===== config.mk =====
export PLATFORM = sky130hd
export DESIGN_NAME = mux_rr_pipe_flat
export DESIGN_NICKNAME = d
export VERILOG_FILES = /design/src/rtl/mux_rr_pipe_pkg.sv /design/src/rtl/mux_rr_pipe_if.sv /design/src/rtl/mux_rr_pipe_rr_grant_n.sv /design/src/rtl/mux_rr_pipe.sv /design/src/flat_wrapper.sv
export SDC_FILE = /design/constraint.sdc
export NUM_CORES = 1
export LEC_CHECK = 0
export CAP_MARGIN = 20
export CORE_AREA = 2 2 231 233
export CTS_BUF_LIST = sky130_fd_sc_hd__clkbuf_16
export DETAILED_ROUTE_END_ITERATION = 8
export DIE_AREA = 0 0 233 235
export SLEW_MARGIN = 20
export SYNTH_ARGS = -nofsm -noshare
export SYNTH_HDL_FRONTEND = slang
export SYNTH_HIERARCHICAL = 1
export SYNTH_SLANG_ARGS = --single-unit
export TNS_END_PERCENT = 10

===== constraint.sdc =====
create_clock -name CLK -period 10.65 [get_ports CLK]
set_clock_uncertainty 0.15 [all_clocks]
set_input_delay 2.6625 -clock CLK [delete_from_list [all_inputs] [get_ports CLK]]
set_output_delay 2.6625 -clock CLK [all_outputs]
set_load 0.05 [all_outputs]

===== src/rtl/mux_rr_pipe_pkg.sv =====
// Shared defaults and encodings for the mux_rr_pipe slice.
//   DATA_WIDTH_DEF / NUM_IN_DEF : default channel width and channel count
//   mode_e                      : MODE input encoding (explicit select / round-robin)
//   ptr_rst()                   : round-robin pointer reset value
package mux_rr_pipe_pkg;
  localparam int DATA_WIDTH_DEF = 32;
  localparam int NUM_IN_DEF     = 16;

  typedef enum logic {
    MODE_SEL = 1'b0,
    MODE_RR  = 1'b1
  } mode_e;

  // Pointer parks on the last channel so the first search begins at channel 0.
  function automatic int ptr_rst(input int num_in);
    return num_in - 1;
  endfunction
endpackage


===== src/rtl/mux_rr_pipe_if.sv =====
// Channel-side and output-side bus of mux_rr_pipe.
//   MODE, S, I, IN_VALID / IN_READY : input channels and select control
//   Y, Y_SEL, Y_VALID / Y_READY     : registered output word and its handshake
// master = the environment, slave = the mux.
interface mux_rr_pipe_if
  import mux_rr_pipe_pkg::*;
#(
  parameter int DATA_WIDTH = DATA_WIDTH_DEF,
  parameter int NUM_IN     = NUM_IN_DEF
);
  localparam int SEL_WIDTH = $clog2(NUM_IN);

  logic                         MODE;
  logic [SEL_WIDTH-1:0]         S;
  logic [NUM_IN*DATA_WIDTH-1:0] I;
  logic [NUM_IN-1:0]            IN_VALID;
  logic [NUM_IN-1:0]            IN_READY;
  logic [DATA_WIDTH-1:0]        Y;
  logic [SEL_WIDTH-1:0]         Y_SEL;
  logic                         Y_VALID;
  logic                         Y_READY;

  modport master (
    output MODE, S, I, IN_VALID, Y_READY,
    input  IN_READY, Y, Y_SEL, Y_VALID
  );
  modport slave (
    input  MODE, S, I, IN_VALID, Y_READY,
    output IN_READY, Y, Y_SEL, Y_VALID
  );
endinterface


===== src/rtl/mux_rr_pipe_rr_grant_n.sv =====
// Round-robin priority search.
//   valid   : per-channel request
//   ptr     : last granted channel; search starts at ptr+1 and wraps
//   gnt     : first requesting channel found
//   gnt_vld : some channel is requesting
module rr_grant_n #(
  parameter int NUM_IN    = 16,
  parameter int SEL_WIDTH = $clog2(NUM_IN)
) (
  input  logic [NUM_IN-1:0]    valid,
  input  logic [SEL_WIDTH-1:0] ptr,
  output logic [SEL_WIDTH-1:0] gnt,
  output logic                 gnt_vld
);
  logic [SEL_WIDTH-1:0] idx;

  // Walk from the farthest offset to the nearest so the nearest requester
  // wins. NUM_IN is a power of two, so SEL_WIDTH truncation is the wrap.
  always_comb begin
    gnt     = '0;
    gnt_vld = 1'b0;
    idx     = '0;
    for (int k = NUM_IN; k >= 1; k--) begin
      idx = ptr + SEL_WIDTH'(k);
      if (valid[idx]) begin
        gnt     = idx;
        gnt_vld = 1'b1;
      end
    end
  end
endmodule


===== src/rtl/mux_rr_pipe.sv =====
// N-to-1 mux with one output register, explicit or round-robin selection.
//   CLK, RST : clock, asynchronous active-low reset
//   bus      : mux_rr_pipe_if slave (MODE, S, I, IN_VALID/IN_READY,
//              Y, Y_SEL, Y_VALID/Y_READY)
// Y/Y_SEL/Y_VALID are registered; IN_READY is the only combinational output.
module mux_rr_pipe
  import mux_rr_pipe_pkg::*;
#(
  parameter int DATA_WIDTH = DATA_WIDTH_DEF,
  parameter int NUM_IN     = NUM_IN_DEF
) (
  input  logic         CLK,
  input  logic         RST,
  mux_rr_pipe_if.slave bus
);
  localparam int SEL_WIDTH = $clog2(NUM_IN);

  logic [SEL_WIDTH-1:0] ptr, rr_gnt, gnt;
  logic                 rr_vld, gnt_vld, load;

  rr_grant_n #(.NUM_IN(NUM_IN), .SEL_WIDTH(SEL_WIDTH)) u_rr (
    .valid   (bus.IN_VALID),
    .ptr     (ptr),
    .gnt     (rr_gnt),
    .gnt_vld (rr_vld)
  );

  // Explicit mode never falls back to another channel.
  always_comb begin
    gnt     = bus.S;
    gnt_vld = bus.IN_VALID[bus.S];
    if (mode_e'(bus.MODE) == MODE_RR) begin
      gnt     = rr_gnt;
      gnt_vld = rr_vld;
    end
  end

  // RST gates load so nothing is accepted while reset is held.
  assign load = RST && gnt_vld && (!bus.Y_VALID || bus.Y_READY);

  always_comb begin
    bus.IN_READY = '0;
    if (load) bus.IN_READY[gnt] = 1'b1;
  end

  always_ff @(posedge CLK or negedge RST) begin
    if (!RST) begin
      bus.Y       <= '0;
      bus.Y_SEL   <= '0;
      bus.Y_VALID <= 1'b0;
      ptr         <= SEL_WIDTH'(ptr_rst(NUM_IN));
    end else if (load) begin
      bus.Y       <= bus.I[int'(gnt)*DATA_WIDTH +: DATA_WIDTH];
      bus.Y_SEL   <= gnt;
      bus.Y_VALID <= 1'b1;
      ptr         <= gnt;
    end else if (bus.Y_READY) begin
      // Word taken with nothing to replace it; data/index hold last value.
      bus.Y_VALID <= 1'b0;
    end
  end
endmodule


===== src/flat_wrapper.sv =====
// flat-port wrapper written by rule: the top's interface ports become plain ports
module mux_rr_pipe_flat import mux_rr_pipe_pkg::*;
#(
  parameter int DATA_WIDTH = DATA_WIDTH_DEF,
  parameter int NUM_IN     = NUM_IN_DEF
)
  (CLK, RST, bus_MODE, bus_S, bus_I, bus_IN_VALID, bus_Y_READY, bus_IN_READY, bus_Y, bus_Y_SEL, bus_Y_VALID);
  mux_rr_pipe_if #(.DATA_WIDTH(DATA_WIDTH), .NUM_IN(NUM_IN)) bus_i ();
  input  logic CLK;
  input  logic RST;
  input wire logic [$bits(bus_i.MODE)-1:0] bus_MODE;
  input wire logic [$bits(bus_i.S)-1:0] bus_S;
  input wire logic [$bits(bus_i.I)-1:0] bus_I;
  input wire logic [$bits(bus_i.IN_VALID)-1:0] bus_IN_VALID;
  input wire logic [$bits(bus_i.Y_READY)-1:0] bus_Y_READY;
  output wire logic [$bits(bus_i.IN_READY)-1:0] bus_IN_READY;
  output wire logic [$bits(bus_i.Y)-1:0] bus_Y;
  output wire logic [$bits(bus_i.Y_SEL)-1:0] bus_Y_SEL;
  output wire logic [$bits(bus_i.Y_VALID)-1:0] bus_Y_VALID;
  assign bus_i.MODE = bus_MODE;
  assign bus_i.S = bus_S;
  assign bus_i.I = bus_I;
  assign bus_i.IN_VALID = bus_IN_VALID;
  assign bus_i.Y_READY = bus_Y_READY;
  assign bus_IN_READY = bus_i.IN_READY;
  assign bus_Y = bus_i.Y;
  assign bus_Y_SEL = bus_i.Y_SEL;
  assign bus_Y_VALID = bus_i.Y_VALID;
  mux_rr_pipe #(.DATA_WIDTH(DATA_WIDTH), .NUM_IN(NUM_IN)) u_core (.CLK(CLK), .RST(RST), .bus(bus_i));
endmodule

After elaboration in Yosys (flattened, before gate mapping)
Index checks and enable logic that the tools add are counted.

storage, ports and cells
  register bits = 41

operators by class
  reductions and logical operators = 6
  add/sub/neg operators = 15
  shift operators = 1
  mux-type cells = 73
  order comparisons = 19

operator list
  operator             count
  $shiftx 512x10->32   1
  $lt 4x5->1 const B   18
  $bmux 1 s4           17
  $mux 4               17
  $mux 1               37
  $add 4x4->4 const B  8
  $add 4x3->4 const B  4
  $mux 16              1
  $add 4x2->4 const B  2
  $add 4x1->4 const B  1
  $demux 1 s4          1
  $ge 4x1->1 const B   1
  $logic_and 1x1->1    3
  $reduce_bool 2->1    1
  $logic_not 1->1      1
  $logic_or 1x1->1     1

Longest topological paths before layout
  word-level depth = 24
  gate-level depth with buffers = 24

Modules after synthesis
The synthesis kept the hierarchy.

modules (own cells, without submodules)
  module       times used  area an instance (µm²)  cells each
  mux_rr_pipe  1           6359.8                  1069
  rr_grant_n   1           1955.6                  225

Least setup slack after synthesis
Ideal clock, no wire load.

  kind = input to output
  start = in bus_IN_VALID[9]
  end = out bus_IN_READY[3]
  stages on the path = 12
  arrival time = 6622 ps
  path slack = 1216 ps
  required time = 7837 ps
  path through = mux4_2 > mux4_2 > or2_4 > o311a_1 > a31oi_1 > mux2_2 > buf_4 > buf_4 > buf_4 > buf_2 > nand2_1 > nor3_1

on the way
  longest elaborated chain between the ends = 24

RTL lines
  item                                                                   RTL line                      RTL
  from (decl)                                                            flat_wrapper.sv:14            input wire logic [$bits(bus_i.IN_VALID)-1:0] bus_IN_VALID;
  $bmux 1 s4                                                             mux_rr_pipe_rr_grant_n.sv:25  if (valid[idx]) begin
  $mux 1 (implied by the code)                                           mux_rr_pipe_rr_grant_n.sv:25
  $mux 4 (15 in series)                                                  mux_rr_pipe_rr_grant_n.sv:25
  $mux 4 *                                                               mux_rr_pipe_rr_grant_n.sv:25
  net u_core.rr_gnt[0]                                                   mux_rr_pipe.sv:18             logic [SEL_WIDTH-1:0] ptr, rr_gnt, gnt;
  $mux 4 *                                                               mux_rr_pipe.sv:32             if (mode_e'(bus.MODE) == MODE_RR) begin
  $lt 4x5->1 (implied by the code) / $ge 4x1->1 (equally long branches)  mux_rr_pipe.sv:43             if (load) bus.IN_READY[gnt] = 1'b1;
  $logic_and 1x1->1 (implied by the code)                                mux_rr_pipe.sv:43
  $mux 1 (implied by the code)                                           mux_rr_pipe.sv:43
  $demux 1 s4 *                                                          --
  $mux 16 *                                                              mux_rr_pipe.sv:43
  to (decl)                                                              flat_wrapper.sv:16            output wire logic [$bits(bus_i.IN_READY)-1:0] bus_IN_READY;

The timed path passes the listed nets; every way through them passes the cells marked *. The select of a mux whose other input is x is not followed.

Final worst setup path
  start = in bus_IN_VALID[14]
  end = out bus_IN_READY[8]

The elaborated chain is that of the path after synthesis.

==> report_table.html <==
<table>
<tr><th>Metric</th><th>Value</th></tr>
<tr><th colspan="2">Floorplan</th></tr>
<tr><td>Initial Util</td><td>15.92%</td></tr>
<tr><td>Die Span X</td><td>233 um</td></tr>
<tr><td>Die Height</td><td>235 um</td></tr>
<tr><td>Placeable core region</td><td>52,240 um^2</td></tr>
<tr><td>Die outline area</td><td>54,760 um^2</td></tr>
<tr><td>Number of I/O pins</td><td>589</td></tr>
<tr><td>Count of standard-cell rows</td><td>84</td></tr>
<tr><th colspan="2">Logic synthesis</th></tr>
<tr><td>Share of synthesized registers carrying an async set or reset</td><td>100.0%</td></tr>
<tr><td>Net Count, Synth</td><td>1,837</td></tr>
<tr><td>Post-synthesis register bit count</td><td>41</td></tr>
<tr><td>Post-synthesis instance total</td><td>1,294</td></tr>
<tr><td>Most used flip-flop cell after synthesis</td><td>dfrtp_1</td></tr>
<tr><td>Portion of the post-synthesis area used by sequential elements</td><td>12.40%</td></tr>
<tr><td>Leading area contributor after synthesis</td><td>nand2_1</td></tr>
<tr><td>Yosys cell types</td><td>65</td></tr>
<tr><td>Number of enable-type register cells in the synthesized netlist</td><td>0</td></tr>
<tr><td>Post-synthesis cell area</td><td>8315 um^2</td></tr>
<tr><td>Average footprint of a synthesized cell</td><td>6.426 um^2</td></tr>
<tr><td>Ys Warns</td><td>6</td></tr>
<tr><td>Top cells by area in the synthesized netlist</td><td>nand2_1 (26%), a311oi_1 (14%), dfrtp_1 (11%)</td></tr>
<tr><td>Proportion of netlist area held by the largest area contributor</td><td>25.91%</td></tr>
<tr><th colspan="2">Global route</th></tr>
<tr><td>Tot GR Track Use</td><td>18.23%</td></tr>
<tr><td>Largest net degree at the start of global routing</td><td>184</td></tr>
<tr><td>Number of global-route vias before repair</td><td>11,820</td></tr>
<tr><td>Number of antenna violations at the first check in global routing</td><td>13</td></tr>
<tr><td>Global-route wire length before repair</td><td>75.13 mm</td></tr>
<tr><td>GRT overflow</td><td>0</td></tr>
<tr><th colspan="2">STA</th></tr>
<tr><td>Total of endpoints with negative setup slack in the final report</td><td>0</td></tr>
<tr><td>Remaining max-slew budget at the tightest pin</td><td>17.53%</td></tr>
<tr><td>Post-layout min period</td><td>9.575 ns</td></tr>
<tr><td>Hold Vio Cnt, Final</td><td>0</td></tr>
<tr><td>Setup TNS</td><td>0 ns</td></tr>
<tr><td>Fraction of the cycle the final worst path needs</td><td>89.90%</td></tr>
<tr><td>Max-slew violation total from the final report</td><td>0</td></tr>
<tr><td>Setup repair after global routing missed its margin</td><td>false</td></tr>
<tr><td>Crit path setup slack, layout</td><td>1.075 ns</td></tr>
<tr><td>Pin slew with the least headroom to its limit</td><td>1.229 ns</td></tr>
<tr><td>F_max</td><td>104.4 MHz</td></tr>
<tr><th colspan="2">Finish</th></tr>
<tr><td>Final Net Count</td><td>2,329</td></tr>
<tr><td>Most common library cell in the layout ignoring fill and taps</td><td>clkdlybuf4s50_1</td></tr>
<tr><td>Most frequent cells in the layout</td><td>clkdlybuf4s50_1 (575), nand2_1 (570), and3_1 (130)</td></tr>
<tr><td>Number of filler cells placed in the layout</td><td>5,798</td></tr>
<tr><td>Cell Count, Final, Fillers Out</td><td>2,482</td></tr>
<tr><td>Area delta synth-&gt;final</td><td>77.99%</td></tr>
<tr><td>Ratio of cells with drive above 1 in the final layout</td><td>5.764%</td></tr>
<tr><td>Final instance area</td><td>14,800 um^2</td></tr>
<tr><th colspan="2">Clock network</th></tr>
<tr><td>Clock network latency to the later pin of the worst-skew pair</td><td>0.32 ns</td></tr>
<tr><td>TritonCTS buffer count</td><td>5</td></tr>
<tr><td>CTS clk-pin slew, worst paths</td><td>0.06 ns</td></tr>
<tr><td>CTS Root Cell</td><td>clkbuf_16</td></tr>
<tr><td>Max H-tree Level</td><td>2</td></tr>
<tr><td>Number of gates given a new drive strength after cts</td><td>0</td></tr>
<tr><td>Hold buffer count at CTS</td><td>0</td></tr>
<tr><td>Clock tree from TritonCTS</td><td>done</td></tr>
<tr><td>Buffers from clock root to sink, at most</td><td>2</td></tr>
<tr><td>Post-CTS Setup Repair Bufs</td><td>0</td></tr>
<tr><td>Clk sinks</td><td>41</td></tr>
<tr><th colspan="2">Routing</th></tr>
<tr><td>1st-pass router iterations</td><td>5</td></tr>
<tr><td>Average wire per standard cell</td><td>21.20 um</td></tr>
<tr><td>Post-route DRC violation count</td><td>0</td></tr>
<tr><td>Via density per instance</td><td>4.817</td></tr>
<tr><td>Number of DRC violations after detailed-routing iteration 0</td><td>892</td></tr>
<tr><td>Total Wirelength</td><td>52.63 mm</td></tr>
<tr><td>Total number of vias</td><td>11,960</td></tr>
<tr><td>Remaining number of nets flagged by the antenna check after routing</td><td>0</td></tr>
<tr><th colspan="2">Critical path</th></tr>
<tr><td>Type of element launching the critical path</td><td>input port</td></tr>
<tr><td>Class of the most critical setup path</td><td>in2out</td></tr>
<tr><td>Worst Setup End Kind</td><td>output pin</td></tr>
<tr><td>Data arrival, critical path</td><td>6.76 ns</td></tr>
<tr><td>Critical-path maximum fanout</td><td>5</td></tr>
<tr><td>Required time of the critical path</td><td>7.84 ns</td></tr>
<tr><th colspan="2">Status</th></tr>
<tr><td>Result of the run</td><td>finished, final reports clean</td></tr>
<tr><th colspan="2">Placed design</th></tr>
<tr><td>DP Area</td><td>14,640 um^2</td></tr>
<tr><td>Routability congestion estimate</td><td>0.9319</td></tr>
<tr><td>Worst-case setup slack after placement</td><td>1.142 ns</td></tr>
<tr><td># placed instances</td><td>2,467</td></tr>
<tr><td>HPWL after detailed placement</td><td>41.16 mm</td></tr>
<tr><td>Port Buffers</td><td>588</td></tr>
<tr><th colspan="2">Min path</th></tr>
<tr><td>Hold WC Path Type</td><td>reg2reg</td></tr>
<tr><th colspan="2">Job</th></tr>
<tr><td>Count of maximum capacitance violations</td><td>0</td></tr>
</table>
==> flip-flops by register name (all words and copies together) (netlist names) <==
| register | flops |
|---|---|
| u_core/bus.Y_SEL | 4 |
| u_core/ptr | 4 |
| u_core/bus.Y | 32 |
| u_core/bus.Y_VALID | 1 |
==> metrics by stage <==
stage                     util, %  hold WS [ns]
after detailed placement    28.03        0.3276
after floorplan                 -        0.4533
after CTS                   28.30        0.3435
after global placement      28.03        0.3210
after global routing        28.33        0.3637
final                       28.33        0.3351
==> routing by layer <==
metal / vias to the layer above / part of all wire, % / track usage (%)
met3: 67 / 6.7 / 3.604
met2: 522 / 48 / 30.67
li1: 5665 / - / -
met5: - / 0.051 / 0
met4: 4 / 3.0 / 6.485
met1: 5698 / 42 / 22.94
==> Yosys cell counts, types with 2 or more instances <==
cell type	number
o21bai_1	2
o21ai_0	9
nor2_1	17
a21boi_1	2
nand4_1	3
dfrtp_1	37
o221ai_1	3
xnor2_2	2
o211ai_1	4
dfstp_2	4
mux2_2	19
mux2i_1	29
mux4_1	3
a211oi_1	3
a21oi_1	20
nor4_1	34
nor3_1	19
and3_1	130
inv_1	5
mux4_2	24
buf_1	4
o31ai_1	2
o21ai_1	34
ha_1	7
o22ai_1	2
inv_2	2
buf_4	11
buf_2	49
a311oi_1	129
xnor2_1	6
clkbuf_1	46
nand2_1	574
buf_6	9
nand3_1	4
a31oi_1	6
nor2b_1	7
nand2b_1	5
==> area by class of cell <==
cell class	instances	area, um^2	area share [%]
flip-flops and latches	41	1031	6.966
clock inverters	3	13.76	0.09299
diodes	7	17.52	0.1184
inverters	8	31.28	0.2113
well taps	688	860.8	5.816
clock buffers	5	125.1	0.8454
multi-input cells	1126	6688	45.19
repair buffers	604	6033	40.76
==> worst max-delay path, cell delays in order <==
cell and delay (ns):
clkdlybuf4s50_1 0.48, mux4_1 0.68, mux4_2 0.56, nor2_1 0.29
a21boi_1 0.22, o311a_1 0.19, a31oi_1 0.16, mux2i_4 0.23
nand2_1 0.18, nor3_1 0.25, clkdlybuf4s50_1 0.86
==> path summary, 6_finish.rpt <==
check | startpoint | end | slack, ns | cells after the start
max | bus_IN_VALID[14] | bus_IN_READY[8] | 1.08 | 11
min | u_core/bus.Y[6] | u_core/bus.Y[6] | 0.34 | 2
max reg2reg | u_core/ptr[0] | u_core/bus.Y[18] | 2.88 | 18
min reg2reg | u_core/bus.Y[6] | u_core/bus.Y[6] | 0.34 | 2
max in group asynchronous | RST | u_core/bus.Y[17] | 7.45 | 2
min in group asynchronous | RST | u_core/bus.Y[7] | 2.43 | 2
==> cell families (layout without fill, tap and decap cells) <==
group	count (synthesis)	in the layout	synth area share, %
buffers and inverters	127	620	7.794
and+or+nand+nor	798	798	42.09
AOI/OAI and AO/OA	234	234	21.38
xor gates and xnor gates	10	10	1.324
muxes	77	77	13.96
adders and majority gates	7	7	1.053
DFF	41	41	12.40
other	0	7	0
Power is left out: the tool's default activity adds up to more than one toggle a clock period on the data nets, which glitch-free logic cannot reach.
